<file path="src/rtl/mmio_arb_pkg.sv">
// Shared types for the two-master FPro MMIO arbiter.
package mmio_arb_pkg;

    // Transaction sequencer states: sample/grant, bus strobe, completion pulse.
    typedef enum logic [1:0] {
        IDLE,
        ISSUE,
        RESP
    } state_t;

    // Identifies one of the two bus masters.
    typedef logic master_id_t;

endpackage

</file>
<file path="src/rtl/rr_arb2.sv">
// Two-way round-robin grant logic with its last_grant history register.
module rr_arb2
    import mmio_arb_pkg::*;
(
    input  logic       clk,
    input  logic       reset,
    input  logic [1:0] req_i,
    input  logic       update_i,
    output logic       gnt_valid_o,
    output master_id_t gnt_id_o
);

    master_id_t last_grant_q;

    // Single requester always wins; on contention the master not granted last wins.
    always_comb begin
        gnt_valid_o = |req_i;
        gnt_id_o    = 1'b0;
        unique case (req_i)
            2'b01:   gnt_id_o = 1'b0;
            2'b10:   gnt_id_o = 1'b1;
            2'b11:   gnt_id_o = ~last_grant_q;
            default: gnt_id_o = 1'b0;
        endcase
    end

    // Remember the accepted winner; reset to m1 so m0 wins the first contention.
    always_ff @(posedge clk or posedge reset) begin
        if (reset) begin
            last_grant_q <= 1'b1;
        end else if (update_i && gnt_valid_o) begin
            last_grant_q <= gnt_id_o;
        end
    end

endmodule

</file>
<file path="src/rtl/mmio_arbiter.sv">
// Two-master arbiter in front of the FPro mmio_sys bus. Each granted request
// runs IDLE -> ISSUE (one strobe cycle) -> RESP (one ack cycle).
// Optional bus locking is built only when MMIO_ARB_LOCK_EN is defined.
module mmio_arbiter
    import mmio_arb_pkg::*;
#(
    parameter int unsigned ADDR_W = 21,
    parameter int unsigned DATA_W = 32
) (
    input  logic              clk,
    input  logic              reset,
    input  logic              m0_req,
    input  logic              m0_wr,
    input  logic [ADDR_W-1:0] m0_addr,
    input  logic [DATA_W-1:0] m0_wr_data,
    input  logic              m0_lock,
    output logic              m0_ack,
    output logic [DATA_W-1:0] m0_rd_data,
    input  logic              m1_req,
    input  logic              m1_wr,
    input  logic [ADDR_W-1:0] m1_addr,
    input  logic [DATA_W-1:0] m1_wr_data,
    input  logic              m1_lock,
    output logic              m1_ack,
    output logic [DATA_W-1:0] m1_rd_data,
    output logic              mmio_cs,
    output logic              mmio_wr,
    output logic              mmio_rd,
    output logic [ADDR_W-1:0] mmio_addr,
    output logic [DATA_W-1:0] mmio_wr_data,
    input  logic [DATA_W-1:0] mmio_rd_data
);

    state_t            state_q;
    master_id_t        owner_q;
    logic              cs_q, wr_q, rd_q;
    logic              ack0_q, ack1_q;
    logic [ADDR_W-1:0] addr_q;
    logic [DATA_W-1:0] wdata_q;
    logic [DATA_W-1:0] rd0_q, rd1_q;

    logic [1:0]        elig;
    logic              arb_update;
    logic              gnt_valid;
    master_id_t        gnt_id;

    logic              sel_wr;
    logic [ADDR_W-1:0] sel_addr;
    logic [DATA_W-1:0] sel_wdata;

`ifdef MMIO_ARB_LOCK_EN
    logic       lock_q;
    master_id_t lock_owner_q;
    logic       lock_lat_q;

    // While locked only the lock owner is eligible, and the rotation history is frozen.
    assign elig[0]    = m0_req & (~lock_q | (lock_owner_q == 1'b0));
    assign elig[1]    = m1_req & (~lock_q | (lock_owner_q == 1'b1));
    assign arb_update = (state_q == IDLE) & ~lock_q;

    // Latch the winner's lock request alongside its command.
    always_ff @(posedge clk or posedge reset) begin
        if (reset) begin
            lock_lat_q <= 1'b0;
        end else if (state_q == IDLE && gnt_valid) begin
            lock_lat_q <= gnt_id ? m1_lock : m0_lock;
        end
    end

    // Completion of a transaction sets or releases the lock for its owner.
    always_ff @(posedge clk or posedge reset) begin
        if (reset) begin
            lock_q       <= 1'b0;
            lock_owner_q <= 1'b0;
        end else if (state_q == RESP) begin
            lock_q       <= lock_lat_q;
            lock_owner_q <= owner_q;
        end
    end
`else
    logic unused_lock;

    assign unused_lock = m0_lock ^ m1_lock;
    assign elig        = {m1_req, m0_req};
    assign arb_update  = (state_q == IDLE);
`endif

    rr_arb2 u_rr_arb2 (
        .clk         (clk),
        .reset       (reset),
        .req_i       (elig),
        .update_i    (arb_update),
        .gnt_valid_o (gnt_valid),
        .gnt_id_o    (gnt_id)
    );

    // Winner's command, selected ahead of the latch.
    always_comb begin
        sel_wr    = gnt_id ? m1_wr      : m0_wr;
        sel_addr  = gnt_id ? m1_addr    : m0_addr;
        sel_wdata = gnt_id ? m1_wr_data : m0_wr_data;
    end

    // Sequencer and datapath; strobes and acks are registered and default low.
    always_ff @(posedge clk or posedge reset) begin
        if (reset) begin
            state_q <= IDLE;
            owner_q <= 1'b0;
            cs_q    <= 1'b0;
            wr_q    <= 1'b0;
            rd_q    <= 1'b0;
            ack0_q  <= 1'b0;
            ack1_q  <= 1'b0;
            addr_q  <= '0;
            wdata_q <= '0;
            rd0_q   <= '0;
            rd1_q   <= '0;
        end else begin
            cs_q   <= 1'b0;
            wr_q   <= 1'b0;
            rd_q   <= 1'b0;
            ack0_q <= 1'b0;
            ack1_q <= 1'b0;
            unique case (state_q)
                IDLE: begin
                    if (gnt_valid) begin
                        owner_q <= gnt_id;
                        addr_q  <= sel_addr;
                        wdata_q <= sel_wdata;
                        cs_q    <= 1'b1;
                        wr_q    <= sel_wr;
                        rd_q    <= ~sel_wr;
                        state_q <= ISSUE;
                    end
                end
                ISSUE: begin
                    // mmio_rd_data is combinational from mmio_sys; capture it this cycle.
                    if (rd_q) begin
                        if (owner_q) rd1_q <= mmio_rd_data;
                        else         rd0_q <= mmio_rd_data;
                    end
                    if (owner_q) ack1_q <= 1'b1;
                    else         ack0_q <= 1'b1;
                    state_q <= RESP;
                end
                RESP: begin
                    state_q <= IDLE;
                end
                default: begin
                    state_q <= IDLE;
                end
            endcase
        end
    end

    assign mmio_cs      = cs_q;
    assign mmio_wr      = wr_q;
    assign mmio_rd      = rd_q;
    assign mmio_addr    = addr_q;
    assign mmio_wr_data = wdata_q;
    assign m0_ack       = ack0_q;
    assign m1_ack       = ack1_q;
    assign m0_rd_data   = rd0_q;
    assign m1_rd_data   = rd1_q;

endmodule
</file>
<file path="config.mk">
export PLATFORM = sky130hd
export DESIGN_NAME = mmio_arbiter
export DESIGN_NICKNAME = d
export VERILOG_FILES = /design/src/rtl/mmio_arb_pkg.sv /design/src/rtl/rr_arb2.sv /design/src/rtl/mmio_arbiter.sv
export SDC_FILE = /design/constraint.sdc
export NUM_CORES = 1
export LEC_CHECK = 0
export CORE_MARGIN = 2
export CORE_UTILIZATION = 41
export CTS_CLUSTER_DIAMETER = 80
export CTS_CLUSTER_SIZE = 8
export DETAILED_ROUTE_END_ITERATION = 10
export PLACE_DENSITY_LB_ADDON = 0.25
export SYNTH_ARGS = -nofsm -noshare
export SYNTH_HDL_FRONTEND = slang
export SYNTH_HIERARCHICAL = 1
export SYNTH_SLANG_ARGS = --single-unit
export TNS_END_PERCENT = 100
</file>
<file path="constraint.sdc">
create_clock -name clk -period 6.36 [get_ports clk]
set_input_delay 1.59 -clock clk [delete_from_list [all_inputs] [get_ports clk]]
set_output_delay 1.59 -clock clk [all_outputs]
set_load 0.005 [all_outputs]
</file>
==> metrics.log, run 1 <==
INFO  metric global_route_wire_length_before_repair = 22,400 um
INFO  metric postCtsSetupBuffers = 0
INFO  metric fp.dieH = 119 um
INFO  metric top_level_ports = 268
INFO  metric dpl_worst_slack = between 2000 and 2500 ps
INFO  metric layout_worst_path_cycle_share = 58.9%
INFO  metric via_count_of_the_first_global_routing_pass = 4,206
INFO  metric synth_sequential_area_ratio = 58.5%
INFO  metric finalHoldWorstSlack = 482 ps
INFO  metric grt_antenna_before_repair = 0
INFO  metric r2r.worst_path.cells = 4
INFO  metric fin_tns_setup = 0 ps
INFO  metric area_occupied_by_multi_input_gates = around 2100 sq um
INFO  metric slew_headroom = 26.2%
INFO  metric post-route-drc-count = 0
INFO  metric timing_worst_slew_pin_value = 1110 ps
INFO  metric timing.final.setup_violations = 0
INFO  metric initial_utilization = between 40 and 50%
INFO  metric ir_drop = approximately 220 uV
INFO  metric timing.critical_path.max_delay_family = buffers and inverters
INFO  metric ctsResizeCount = 0
INFO  metric timing.final.crit_period = 3750 ps
INFO  metric fin_util = around 70%
INFO  metric clk_pin_slew_worst_paths = 50 ps
INFO  metric number_of_buffers_and_inverters_on_the_critical_path = 2
INFO  metric drt-vias-per-instance = about 4.8
INFO  metric core.rowCount = 41
INFO  metric cts_hold_buf = 0
INFO  metric critical_setup_path_kind = in -> reg
INFO  metric wl_per_cell = 17.7 um
INFO  metric hold_viol_final = 0
INFO  metric finalWirelength = between 10,000 and 15,000 um
INFO  metric cts.root.buffer_cell = sky130_fd_sc_hd__clkbuf_16
INFO  metric cp_slowest_cell = sky130_fd_sc_hd__a21boi_4
INFO  metric max_freq = roughly 270 MHz
INFO  metric dpl.hpwl = 10,100 um
INFO  metric maximum_number_of_pins_on_one_net_before_global_route_repair = 93
INFO  metric num_vias = 3,768
INFO  metric synth_cells = 333
INFO  metric route.antenna.remaining_nets = 0
INFO  metric crit_path_max_fanout = 29
INFO  metric nNetsFinal = about 750
INFO  metric yosysUniqueCellTypes = 21
INFO  metric dp.cells = 756
INFO  metric io_buffers = 265
INFO  metric gpl.final_weighted_congestion = 0.776
INFO  metric skew = 4.38 ps
INFO  metric postLayoutSetupSlackWorst = 2610 ps
INFO  metric critPathMaxStageDelay = 770 ps
INFO  metric postSynthRegisterBits = 126
INFO  metric final_cell_count_no_fill = 788
INFO  metric worst_hold_path.num_cells = 1
INFO  metric timing.final.max_slew_violations = 0
INFO  metric critPathArrivalTime = 4040 ps
INFO  metric crit_path_cell_trace = clkdlybuf4s50_1, a21boi_4, buf_4, mux2_2, mux2_2
INFO  metric fp.dieW = 119 um
INFO  metric detailedRoute.firstPassIterationCount = 4
INFO  metric fillers = 978
INFO  metric area_delta_synth_final = 62.6%
INFO  metric gr-total-overflow = 0
INFO  metric path_class_of_the_lowest_slack_min_delay_path = reg -> reg
INFO  metric rsz0062_at_grt = false
INFO  metric drtIter0Drc = 130
INFO  metric placeableCoreArea = ~13,000 sq um
INFO  metric worst_skew_pair.late_latency = 410 ps
INFO  metric ctsLongestPathBuffers = 2
INFO  metric number_of_synthesis_warnings = 6
INFO  metric cts.sinks = between 100 and 150
INFO  metric avgSynthCellArea = 16.2 sq um
INFO  metric critical_path_required = around 6700 ps
INFO  metric n_antenna_cell = 0
INFO  metric mostFrequentLayoutCell = sky130_fd_sc_hd__clkdlybuf4s50_1
INFO  metric drive_above_1_share = 29.7%
INFO  metric total_leakage_power = roughly 3.6 nW
INFO  metric register_area = 3150 sq um
INFO  metric cp_num_cells = 5
INFO  metric mapped_cell_area = 5390 sq um
INFO  metric cts_tree = built
INFO  metric cts-buffers-inserted = 17
INFO  metric cp_common_cell = sky130_fd_sc_hd__mux2_2
INFO  metric power_per_cell_area = 464 nW/um^2
INFO  metric synth.net_count = 479
INFO  metric start_kind = input port
INFO  metric die_area = 14,100 sq um
INFO  metric grt_util_all_layers = 20.9%
INFO  metric max_cap_violations = 0
INFO  metric end_kind = register
INFO  metric status = finished clean
INFO  metric final_cell_mix = 265 x sky130_fd_sc_hd__clkdlybuf4s50_1, 141 x sky130_fd_sc_hd__mux2_2, 125 x sky130_fd_sc_hd__dfrtp_1
INFO  metric clock_tree.htree_level_count = 4
## worst register-to-register path: cells and delay by family (launching register included)
kind                   cells  cell delay [ps]
muxes                      2              670
DFF                        1              380
AOI/OAI and AO/OA          1              750
buffers and inverters      1              510
## path summary, 6_finish.rpt
kind	slack, ps	from	end
setup / recovery	2610	m1_req	mmio_addr[2]
hold / removal	480	m0_rd_data[24]	m0_rd_data[24]
setup reg to reg	3930	u_rr_arb2/last_grant_q	mmio_addr[2]
hold reg to reg	480	m0_rd_data[24]	m0_rd_data[24]
max in group asynchronous	3440	reset	mmio_wr_data[27]
min in group asynchronous	1570	reset	u_rr_arb2/last_grant_q
## final cells by class
type                       instances  area share, %
timing repair buffer             270           30.7
tap                              172           2.45
sequential                       126           36.0
multi-input combinational        186           23.6
clock inverter                    12           1.88
inverter                           2          0.114
clock buffer                      20           5.32
## sequential cells by signal, indices dropped and copies added (netlist names)
signal and flops:
owner_q 1, mmio_addr 21, state_q 2, m0_ack 1, m0_rd_data 32, m1_ack 1
mmio_wr 1, mmio_cs 1, mmio_rd 1, mmio_wr_data 32, u_rr_arb2/last_grant_q 1, m1_rd_data 32
## metal layers
metal  part of all wire, %  track usage [%]  wire length, um
met5                     0                0                0
met4                   3.2             10.6              447
met3                   6.5             6.95              900
met2                    53             36.4             7380
met1                    37             22.4             5220
## power breakdown
group	total, mW	switching [mW]	internal, mW
combinational	1.63	0.497	1.13
sequential	1.42	0.212	1.21
clock	1.02	0.340	0.682
## synthesized netlist by cell type
cell type / count / share of area (%)
sky130_fd_sc_hd__mux2_2: 141 / 29
sky130_fd_sc_hd__mux2_1: 30 / 6.3
sky130_fd_sc_hd__buf_2: 5 / 0.46
sky130_fd_sc_hd__a31oi_1: 1 / 0.12
sky130_fd_sc_hd__nor4bb_1: 1 / 0.19
sky130_fd_sc_hd__buf_4: 3 / 0.42
sky130_fd_sc_hd__nor3b_2: 1 / 0.23
sky130_fd_sc_hd__inv_1: 2 / 0.14
sky130_fd_sc_hd__mux2i_1: 1 / 0.19
sky130_fd_sc_hd__and2_1: 2 / 0.23
sky130_fd_sc_hd__buf_12: 3 / 1.1
sky130_fd_sc_hd__dfrtp_1: 125 / 58
sky130_fd_sc_hd__nor2_1: 1 / 0.070
sky130_fd_sc_hd__a21oi_1: 1 / 0.093
sky130_fd_sc_hd__buf_6: 8 / 1.7
sky130_fd_sc_hd__dfstp_2: 1 / 0.49
sky130_fd_sc_hd__a21boi_0: 1 / 0.14
sky130_fd_sc_hd__nand4b_1: 1 / 0.16
sky130_fd_sc_hd__or2_1: 1 / 0.12
sky130_fd_sc_hd__nor2b_1: 3 / 0.35
sky130_fd_sc_hd__nor3b_1: 1 / 0.14
## kinds of logic (layout without fill, tap and decap cells)
family	after synthesis	after routing	share of synthesized area, %
compound gates	3	3	0.348
mux	172	172	35.9
flops	126	126	58.5
buf+inv	21	304	3.80
simple gates	11	11	1.48
## through the flow
| step | power [mW] | area [sq um] |
|---|---|---|
| final | 4.07 | 8770 |
| after global routing | 4.30 | 8770 |
| after CTS | 4.13 | 8770 |
| after detailed placement | 3.08 | 8140 |
| after global placement | 3.02 | 8140 |
| after floorplan | 2.07 | 5390 |
No activity file was read; power rests on OpenSTA's default activity.
==> inputs of run 2 (changes only) <==
- CORE_UTILIZATION: 41 -> 37
- clock period: 6.36 -> 3.3 ns (I/O delays scaled with it)
==> run 2 against run 1 <==
Clock-buffer cell count is 2 higher; sequential power grew 92%; sequential share of layout area barely moved; die area is 10% higher; global-route usage down 3.5 points; design area hardly changed; critical endpoint is now mmio_wr_data[27]; highest routed layer unchanged; hold slack improved by 1.1 ps; power is 87% higher; non-clock buffer count increased by 3; worst setup slack worse by 1500 ps; cell count increased by 1.6%.
==> metrics.log, run 2 (synthesis results as in run 1) <==
INFO  metric global_route_wire_length_before_repair = 21,300 um (was 22,400 um)
INFO  metric dp.cells = 771 (was 756)
INFO  metric path_class_of_the_lowest_slack_min_delay_path = reg -> reg (unchanged)
INFO  metric post-route-drc-count = 0 (unchanged)
INFO  metric status = finished clean (unchanged)
INFO  metric timing_worst_slew_pin_value = 876 ps (was 1110 ps)
INFO  metric netSwitchingFraction = 25.8% (about the same)
INFO  metric timing.final.setup_violations = 0 (unchanged)
INFO  metric postCtsSetupBuffers = 0 (unchanged)
INFO  metric drtIter0Drc = 137 (was 130)
INFO  metric num_vias = 3,774 (was 3,768)
INFO  metric crit_path_max_fanout = 41 (was 29)
INFO  metric ctsResizeCount = 0 (unchanged)
INFO  metric initial_utilization = 37.5% (was 42.4%)
INFO  metric critical_path_required = 3580 ps (was 6650 ps)
INFO  metric clock_tree.htree_level_count = 4 (unchanged)
INFO  metric gr-total-overflow = 0 (unchanged)
INFO  metric timing.final.crit_period = 2180 ps
INFO  metric start_kind = input port (unchanged)
INFO  metric slew_headroom = 41.5% (was 26.2%)
INFO  metric dpl.hpwl = 9770 um (was 10,100 um)
INFO  metric wl_per_cell = 16.3 um (was 17.7 um)
INFO  metric max_cap_violations = 0 (unchanged)
INFO  metric seq_power_share = 35.8% (was 34.9%)
INFO  metric grt_util_all_layers = 17.4% (was 20.9%)
INFO  metric cts.root.buffer_cell = sky130_fd_sc_hd__clkbuf_16 (unchanged)
INFO  metric ctsLongestPathBuffers = 2 (unchanged)
INFO  metric io_buffers = 265 (unchanged)
INFO  metric core.rowCount = 44 (was 41)
INFO  metric maximum_number_of_pins_on_one_net_before_global_route_repair = 87 (was 93)
INFO  metric clkPwrFrac = 22.7% (was 25.1%)
INFO  metric rsz0062_at_grt = false (unchanged)
INFO  metric max_freq = roughly 460 MHz
INFO  metric drive_above_1_share = 29.2% (was 29.7%)
INFO  metric internal_power = 5.65 mW (was 3.02 mW)
INFO  metric total_leakage_power = 3.59 nW (was 3.61 nW)
INFO  metric layout_worst_path_cycle_share = between 60% and 70%
INFO  metric placeableCoreArea = 14,400 sq um (was 12,700 sq um)
INFO  metric mostFrequentLayoutCell = sky130_fd_sc_hd__clkdlybuf4s50_1 (unchanged)
INFO  metric drt-vias-per-instance = 4.71 (was 4.78)
INFO  metric power.switching = 1.97 mW (was 1.05 mW)
INFO  metric area_delta_synth_final = 62.6% (about the same)
INFO  metric gpl.final_weighted_congestion = 0.718 (was 0.776)
INFO  metric nNetsFinal = 752 (was 749)
INFO  metric end_kind = register (unchanged)
INFO  metric power_per_cell_area = 869 nW/um^2 (was 464 nW/um^2)
INFO  metric skew = 10.4 ps (was 4.38 ps)
INFO  metric final_cell_mix = 265 x sky130_fd_sc_hd__clkdlybuf4s50_1, 141 x sky130_fd_sc_hd__mux2_2, 125 x sky130_fd_sc_hd__dfrtp_1 (unchanged)
INFO  metric top_level_ports = 268 (unchanged)
INFO  metric worst-r2r-setup-slack = 1250 ps (was 3930 ps)
INFO  metric cts-buffers-inserted = 17 (unchanged)
INFO  metric die_area = 15,600 sq um (was 14,100 sq um)
INFO  metric cts_hold_buf = 0 (unchanged)
INFO  metric detailedRoute.firstPassIterationCount = 4 (unchanged)
INFO  metric fp.dieW = 125 um (was 119 um)
INFO  metric final_cell_count_no_fill = 801 (was 788)
INFO  metric route.antenna.remaining_nets = 0 (unchanged)
INFO  metric fin_tns_setup = 0 ps (unchanged)
INFO  metric hold_viol_final = 0 (unchanged)
INFO  metric cts.sinks = 126 (unchanged)
INFO  metric n_antenna_cell = 0 (unchanged)
INFO  metric critical_setup_path_kind = in -> reg (unchanged)
INFO  metric via_count_of_the_first_global_routing_pass = 4,194 (was 4,206)
INFO  metric ir_drop = 422 uV (was 218 uV)
INFO  metric p_comb_share = 41.5% (was 40.0%)
INFO  metric fp.dieH = 125 um (was 119 um)
INFO  metric timing.final.max_slew_violations = 0 (unchanged)
INFO  metric worst_skew_pair.late_latency = 410 ps (about the same)
INFO  metric grt_antenna_before_repair = 0 (unchanged)
INFO  metric clk_pin_slew_worst_paths = 50 ps (about the same)
INFO  metric finalWirelength = 13,000 um (was 13,900 um)
INFO  metric critPathArrivalTime = 2460 ps (was 4040 ps)
INFO  metric cts_tree = built (unchanged)
==> run 2: changes by cell type in the layout (fill, tap and decap cells not counted) <==
cell,previous run,this run
sky130_fd_sc_hd__buf_12,0,4
sky130_fd_sc_hd__buf_4,5,4
sky130_fd_sc_hd__bufinv_16,4,2
sky130_fd_sc_hd__clkbuf_1,0,4
sky130_fd_sc_hd__clkbuf_8,3,1
sky130_fd_sc_hd__clkinv_2,6,5
sky130_fd_sc_hd__inv_4,1,0
==> run 2: layer usage <==
layer / track usage (%) / wire length (um) / vias to the layer above
li1: - / - / 1740
met1: 19.2 / 5120 / 1858
met2: 30.2 / 6670 / 148
met3: 5.50 / 889 / 28
met4: 8.72 / 374 / 0
met5: 0 / 0 / -
==> run 2: power groups by stage <==
stage / clock network (mW) / registers, mW / logic [mW]
after floorplan: 0 / 2.78 / 1.20
after global placement: 0 / 2.71 / 3.17
after detailed placement: 0 / 2.76 / 3.21
after CTS: 1.78 / 2.74 / 3.22
after global routing: 1.87 / 2.84 / 3.37
final: 1.73 / 2.73 / 3.16
==> run 2: area by class of cell <==
class                      instances  area (sq um)
clock inverter                     8          92.6
fill                            1094          5600
multi-input combinational        186          2070
timing repair buffer             273          2760
sequential                       126          3150
clock buffer                      22           454
tap                              184           230
inverter                           2          11.3
==> run 2: critical path: stages <==
cell and delay (ps):
sky130_fd_sc_hd__clkdlybuf4s50_1 500, sky130_fd_sc_hd__a21boi_4 220, sky130_fd_sc_hd__buf_12 240, sky130_fd_sc_hd__mux2_2 380
sky130_fd_sc_hd__mux2_2 260
==> run 2: path summary, 6_finish.rpt <==
path | startpoint | end | cells past startpoint
worst max-delay path | m1_req | mmio_wr_data[27] | 5
worst max register to register | state_q[1] | m0_rd_data[1] | 3
min in group asynchronous | reset | u_rr_arb2/last_grant_q | 2
max in group asynchronous | reset | mmio_addr[2] | 3
worst min-delay path | m0_rd_data[30] | m0_rd_data[30] | 1
worst min register to register | m0_rd_data[30] | m0_rd_data[30] | 1
==> run 2: stage by stage <==
step	instance area, sq um	hold slack [ps]	worst slack (ps)	util (%)	power [mW]
after floorplan	5400	454	936	-	3.98
after global placement	8230	468	731	57.2	5.88
after detailed placement	8230	477	711	57.2	5.97
after CTS	8770	489	1110	61.1	7.74
after global routing	8770	507	1060	61.1	8.08
final	8770	483	1120	61.1	7.63
